**src/rtl/memory_arbiter.sv**
```systemverilog
`default_nettype none
// ============================================================================
// Module   : memory_arbiter
// Purpose  : Round-robin share of the memory_map port between two masters,
//            one transaction in flight, fixed read latency.
// Revision : 1.0 - initial release
// ============================================================================
module memory_arbiter #(
    parameter int READ_LATENCY = 1,
    parameter int ADDR_W       = 32,
    parameter int DATA_W       = 32
) (
    input  logic              clk,
    input  logic              reset,
    input  logic              m0_req,
    input  logic [ADDR_W-1:0] m0_address,
    input  logic [DATA_W-1:0] m0_write_data,
    input  logic              m0_write_enable,
    output logic              m0_gnt,
    output logic              m0_rvalid,
    output logic [DATA_W-1:0] m0_read_data,
    input  logic              m1_req,
    input  logic [ADDR_W-1:0] m1_address,
    input  logic [DATA_W-1:0] m1_write_data,
    input  logic              m1_write_enable,
    output logic              m1_gnt,
    output logic              m1_rvalid,
    output logic [DATA_W-1:0] m1_read_data,
    output logic              busy,
    output logic [ADDR_W-1:0] memory__address,
    output logic [DATA_W-1:0] memory__write_data,
    output logic              memory__write_enable,
    input  logic [DATA_W-1:0] memory__read_data
);

    localparam logic [0:0] c_IDLE = 1'b0;
    localparam logic [0:0] c_WAIT = 1'b1;
    localparam int         c_CNT_W = 3;
    localparam logic [c_CNT_W-1:0] c_LOAD =
        (READ_LATENCY > 0) ? c_CNT_W'(READ_LATENCY - 1) : '0;
    localparam logic c_ZERO_LAT = (READ_LATENCY == 0);

    logic [0:0]         r_state;
    logic [0:0]         w_next_state;
    logic               r_last_grant;
    logic               r_owner;
    logic [c_CNT_W-1:0] r_count;
    logic [ADDR_W-1:0]  r_addr;

    logic               w_any_req;
    logic               w_winner;
    logic               w_accept;
    logic               w_start_wait;
    logic [ADDR_W-1:0]  w_win_addr;
    logic [DATA_W-1:0]  w_win_wdata;
    logic               w_win_we;

    // On contention the port that did not win last time gets the slot.
    always_comb begin
        w_any_req    = m0_req | m1_req;
        w_winner     = m1_req & (~m0_req | ~r_last_grant);
        w_win_addr   = w_winner ? m1_address      : m0_address;
        w_win_wdata  = w_winner ? m1_write_data   : m0_write_data;
        w_win_we     = w_winner ? m1_write_enable : m0_write_enable;
        w_accept     = (r_state == c_IDLE) & w_any_req & ~reset;
        w_start_wait = w_accept & ~w_win_we & ~c_ZERO_LAT;
    end

    always_ff @(posedge clk) begin
        if (reset) begin
            r_state      <= c_IDLE;
            r_last_grant <= 1'b1;
            r_owner      <= 1'b0;
            r_count      <= '0;
            r_addr       <= '0;
        end else begin
            r_state <= w_next_state;
            if (w_accept) begin
                r_last_grant <= w_winner;
            end
            if (w_start_wait) begin
                r_owner <= w_winner;
                r_addr  <= w_win_addr;
                r_count <= c_LOAD;
            end else if ((r_state == c_WAIT) && (r_count != '0)) begin
                r_count <= r_count - 1'b1;
            end
        end
    end

    always_comb begin
        w_next_state = r_state;
        case (r_state)
            c_IDLE:  if (w_start_wait) w_next_state = c_WAIT;
            c_WAIT:  if (r_count == '0) w_next_state = c_IDLE;
            default: w_next_state = c_IDLE;
        endcase
    end

    // Everything is forced quiet while reset is high, which also drops an
    // in-flight read's rvalid.
    always_comb begin
        m0_gnt               = 1'b0;
        m1_gnt               = 1'b0;
        m0_rvalid            = 1'b0;
        m1_rvalid            = 1'b0;
        busy                 = 1'b0;
        memory__address      = '0;
        memory__write_data   = '0;
        memory__write_enable = 1'b0;
        if (!reset) begin
            case (r_state)
                c_IDLE: begin
                    if (w_any_req) begin
                        m0_gnt               = ~w_winner;
                        m1_gnt               = w_winner;
                        memory__address      = w_win_addr;
                        memory__write_data   = w_win_wdata;
                        memory__write_enable = w_win_we;
                        if (c_ZERO_LAT && !w_win_we) begin
                            m0_rvalid = ~w_winner;
                            m1_rvalid = w_winner;
                        end
                    end
                end
                c_WAIT: begin
                    busy            = 1'b1;
                    memory__address = r_addr;
                    if (r_count == '0) begin
                        m0_rvalid = ~r_owner;
                        m1_rvalid = r_owner;
                    end
                end
                default: ;
            endcase
        end
    end

    assign m0_read_data = memory__read_data;
    assign m1_read_data = memory__read_data;

endmodule
`default_nettype wire

```
**config.mk**
```make
export PLATFORM = sky130hd
export DESIGN_NAME = memory_arbiter
export DESIGN_NICKNAME = d
export VERILOG_FILES = /design/src/rtl/memory_arbiter.sv
export SDC_FILE = /design/constraint.sdc
export NUM_CORES = 1
export LEC_CHECK = 0
export ABC_AREA = 0
export ABC_CLOCK_PERIOD_IN_PS = 4270
export CAP_MARGIN = 20
export CORE_AREA = 8 8 111 113
export DETAILED_ROUTE_END_ITERATION = 7
export DIE_AREA = 0 0 119 121
export GPL_ROUTABILITY_DRIVEN = 0
export GPL_TIMING_DRIVEN = 0
export PLACE_DENSITY = 0.84
export SLEW_MARGIN = 10
export SYNTH_ARGS = -nofsm -noshare
export SYNTH_HDL_FRONTEND = slang
export SYNTH_SLANG_ARGS = --single-unit
```
**constraint.sdc**
```tcl
create_clock -name clk -period 4.27 [get_ports clk]
set_clock_uncertainty 0.2 [all_clocks]
set_input_delay 0.854 -clock clk [delete_from_list [all_inputs] [get_ports clk]]
set_output_delay 0.854 -clock clk [all_outputs]
set_load 0.05 [all_outputs]
```
Yosys cells after proc, flatten, opt, wreduce, memory -nomap -nowiden
Cells that the tools add are included.
W data, S select, Z words.
- $add $sub $neg: 1
- mux-type cells: 29
- reductions and logical operators: 4
- bitwise operators: 13
- operators with widths (operator ; count):
    $mux W32 ; 7
    $pmux W32 S2 ; 1
    $mux W1 ; 20
    $not A1 Y1 ; 7
    $and A1 B1 Y1 ; 4
    $logic_not A3 Y1 ; 1
    $reduce_bool A3 Y1 ; 1
    $sub A3 B1 Y3 const B ; 1
    $or A1 B1 Y1 ; 2
    $pmux W1 S2 ; 1
    $reduce_or A2 Y1 ; 1
    $logic_and A1 B1 Y1 ; 1
- logic and storage cells: 52
- input bits: 166
- output and inout bits: 134
- bits in registers: 38

Longest topological paths before layout
- depth in word-level cells: 8
- gate-level depth with buffers: 6

Worst setup path before layout
Ideal clock, no wire load.
- path type: input port to output port
- start: input port m1_req
- end: output port memory__write_data[12]
- arrival: 2.632 ns
- path slack: 0.584 ns
- required time: 3.216 ns
- stages: 6
- path buffers: 3
- cells stage by stage: a21boi_2 buf_4 buf_2 clkbuf_1 nand2_1 a21oi_1
- longest elaborated chain between the ends: 5
- elaborated cells between the ends (all ways): 6
- those cells by class: mux (4); bitwise (2)
- RTL lines (element ; line ; source):
    start, declared ; 22 ; input logic m1_req,
    $and A1 B1 Y1 ; 61 ; w_winner = m1_req & (~m0_req | ~r_last_grant);
    $mux W32 ; 63 ; w_win_wdata = w_winner ? m1_write_data : m0_write_data;
    $mux W32 * ; 114 ; if (w_any_req) begin
    $mux W32 * ; 112 ; case (r_state)
    $mux W32 * ; 111 ; if (!reset) begin
    end, declared ; 31 ; output logic [DATA_W-1:0] memory__write_data,
Every way passes the cells marked *; elsewhere a longest branch is shown, timed or not.

Worst setup path after layout
- start: input port m1_req
- end: output port memory__write_data[28]
Same word-level chain as after synthesis.

==> flow_summary.ini <==
[status]
status = finished clean

[worst_setup_path]
crit_start = m1_req
arrival_ns = 3.09
crit_path_top_delay_cell = clkdlybuf4s50_1
ff2ff_path_depth = 5
worst_setup_path_end_kind = output pin
path_buf_inv = 5
path_class = input port to output pin
critPathTopFamily = buffers and inverters
critical-path-max-stage-delay_ns = 0.53
rr_endpoint = r_addr[30]
crit_end = memory__write_data[28]
cpMostUsedCell = buf_4
cp.depth = 8
worstReg2RegStart = r_last_grant
startpoint_type = input port
cp_max_fo = 10
required_ns = 3.22
crit_chain = clkdlybuf4s50_1 -> a21boi_2 -> buf_4 -> buf_4 -> buf_2 -> nand2_1 -> a21oi_1 -> clkdlybuf4s18_2
ff2ff_setup_slack_ns = 2.11

[yosys]
yosysSeqAreaShare = 0.251
synth-seq-cells = 38
async_reset_ff_frac = 0
ys_types = 30
synthFlopType = dfxtp_1
synth_edf_count = 0
synth_top_area_share = 0.251
syn_inst = 431
synth_largest_area_cell = dfxtp_1
syn_area_mm2 = 0.00303
synth_fp_nets = 599
synth.area.top_cells = dfxtp_1, buf_4, nand2_1
synth_commonest_cells = nand2_1, a21oi_1, buf_4
yosysMostFrequentCell = nand2_1
syn_area_per_cell_um2 = 7.04
ys_warn_count = 0

[sta]
hold_viol = 0
finalSetupViolCount = 0
period_share = 0.971
tightest_slew_ns = 0.557
slew_viol_final = 0
holdWs_ns = 0.319
fmax_mhz = 241
slew-limit-headroom = 0.629
min_period_ns = 4.15
rsz0062_at_grt = false
fin_tns_setup_ns = 0

[die]
rows = 38
coreArea_mm2 = 0.0106
start_util = 0.286
die_w_um = 119
die_area_mm2 = 0.0144
fp.dieH_um = 121
io_pins = 300

[pwr]
power.leakage_nw = 2.60
ir_drop_mv = 0.119
power_density_mw_per_mm2 = 244

[hold_path]
hold_class = flop to flop
hold_start = r_addr[27]

[cells_and_area]
antennaDiodeCount = 0
nNetsFinal = 872
drive_gt1_frac = 0.168
area_growth_pct = 92.9

[global_route]
grt_usage = 0.199
grt_pass1_wl_um = 23200
overflow = 0
antenna_found_initial = 0
grt_max_degree = 12
grt_pass1_vias = 4115

[routing]
routed_wl_um = 15500
dr.pass1.iters = 4
drt_iter0_drc = 314
wl_per_cell_um = 18.3
vias = 4015
drc = 0
final_antenna_net_count = 0
routed_via_density = 4.76

[clocking]
ctsResizeCount = 106
cts.clk_slew.worst_paths_ns = 0.07
htreeDepth = 2
clock-root-buffer = clkbuf_8
cts.path.max_buffers = 2
tritoncts = built
postCtsSetupBuffers = 0
cts_buffers = 5
ctsHoldBuffers = 0
clk-insertion-delay-late_ns = 0.29
cts.sink_count = 38

[flow_run]
drv_cap = 0

[place]
hpwl_um = 13100
numPortBuffers = 266
==> area by class of cell <==
cell class | instances | area (um2)
clock inverters | 2 | 10.0
flip-flops and latches | 38 | 761
plain buffers | 101 | 643
fillers | 1001 | 4750
well taps | 140 | 175
repair buffers | 266 | 2560
multi-input cells | 290 | 1630
clock buffers | 5 | 68.8
inverters | 2 | 7.51
==> cell families after synthesis <==
group           count (synthesis)  synth area share
compound gates                135             0.254
simple gates                  118             0.160
buf+inv                       103             0.212
flops                          38             0.251
mux                            33             0.110
xor+xnor                        2           0.00577
fa+ha+maj                       2           0.00825
==> state kept, by name (all words and copies together) (netlist names) <==
signal        count
r_last_grant      1
r_owner           1
r_state           1
r_count           3
r_addr           32
==> placed cells by master (no fill, tap or decap), drive strengths merged <==
master / count
clkdlybuf4s50: 200
nand2: 100
buf: 86
a21oi: 66
clkbuf: 41
dfxtp: 38
o21ai: 34
mux2i: 33
a211oi: 32
dlygate4sd2: 25
dlymetal6s2s: 11
clkdlybuf4s18: 5
nor3: 4
clkdlybuf4s15: 4
nor2: 3
inv: 2
nand2b: 2
nor3b: 2
ha: 2
clkinv: 2
a21boi: 1
or3: 1
nor2b: 1
and4b: 1
and2: 1
a211o: 1
nor4: 1
nand3: 1
xor2: 1
and3: 1
a2111oi: 1
xnor2: 1
==> per-layer routing <==
| metal | part of all wire | vias up | track usage |
|---|---|---|---|
| li1 | - | 1955 | - |
| met1 | 0.38 | 1847 | 0.214 |
| met2 | 0.53 | 201 | 0.378 |
| met3 | 0.079 | 12 | 0.0563 |
| met4 | 0.011 | 0 | 0.0427 |
| met5 | 0 | - | 0 |
==> worst min path at each step <==
stage | end | cells past startpoint
after detailed placement | r_count[1] | 2
after global routing | r_addr[25] | 2
after CTS | r_count[1] | 2
after global placement | r_count[1] | 2
after floorplan | r_count[1] | 2
final | r_addr[27] | 2
==> worst reg2reg max path, stage by stage (launching register included) <==
cell and delay, ns:
dfxtp_1 0.35, a21boi_2 0.26, mux2i_2 0.45, clkbuf_1 0.43, a21oi_1 0.15, a211oi_1 0.24
==> where the power goes <==
part / total, mW / switching, mW / internal (mW)
Sequential: 0.394 / 0.0141 / 0.380
Clock: 0.236 / 0.126 / 0.110
Combinational: 0.797 / 0.483 / 0.314
Total: 1.43 / 0.623 / 0.804
==> stage by stage <==
stage                      util  total power [mW]  cells  setup WS [ns]  area [um2]
final                     0.552              1.43    844          0.123        5850
after detailed placement  0.554              1.23    837         -0.704        5870
after floorplan               -             0.892    431          0.584        3030
after global routing      0.552              1.49    844        0.00153        5850
after CTS                 0.561              1.44    844       0.000643        5950
after global placement    0.554              1.22    837         -0.659        5870
Power figures use the tool's default switching activity.
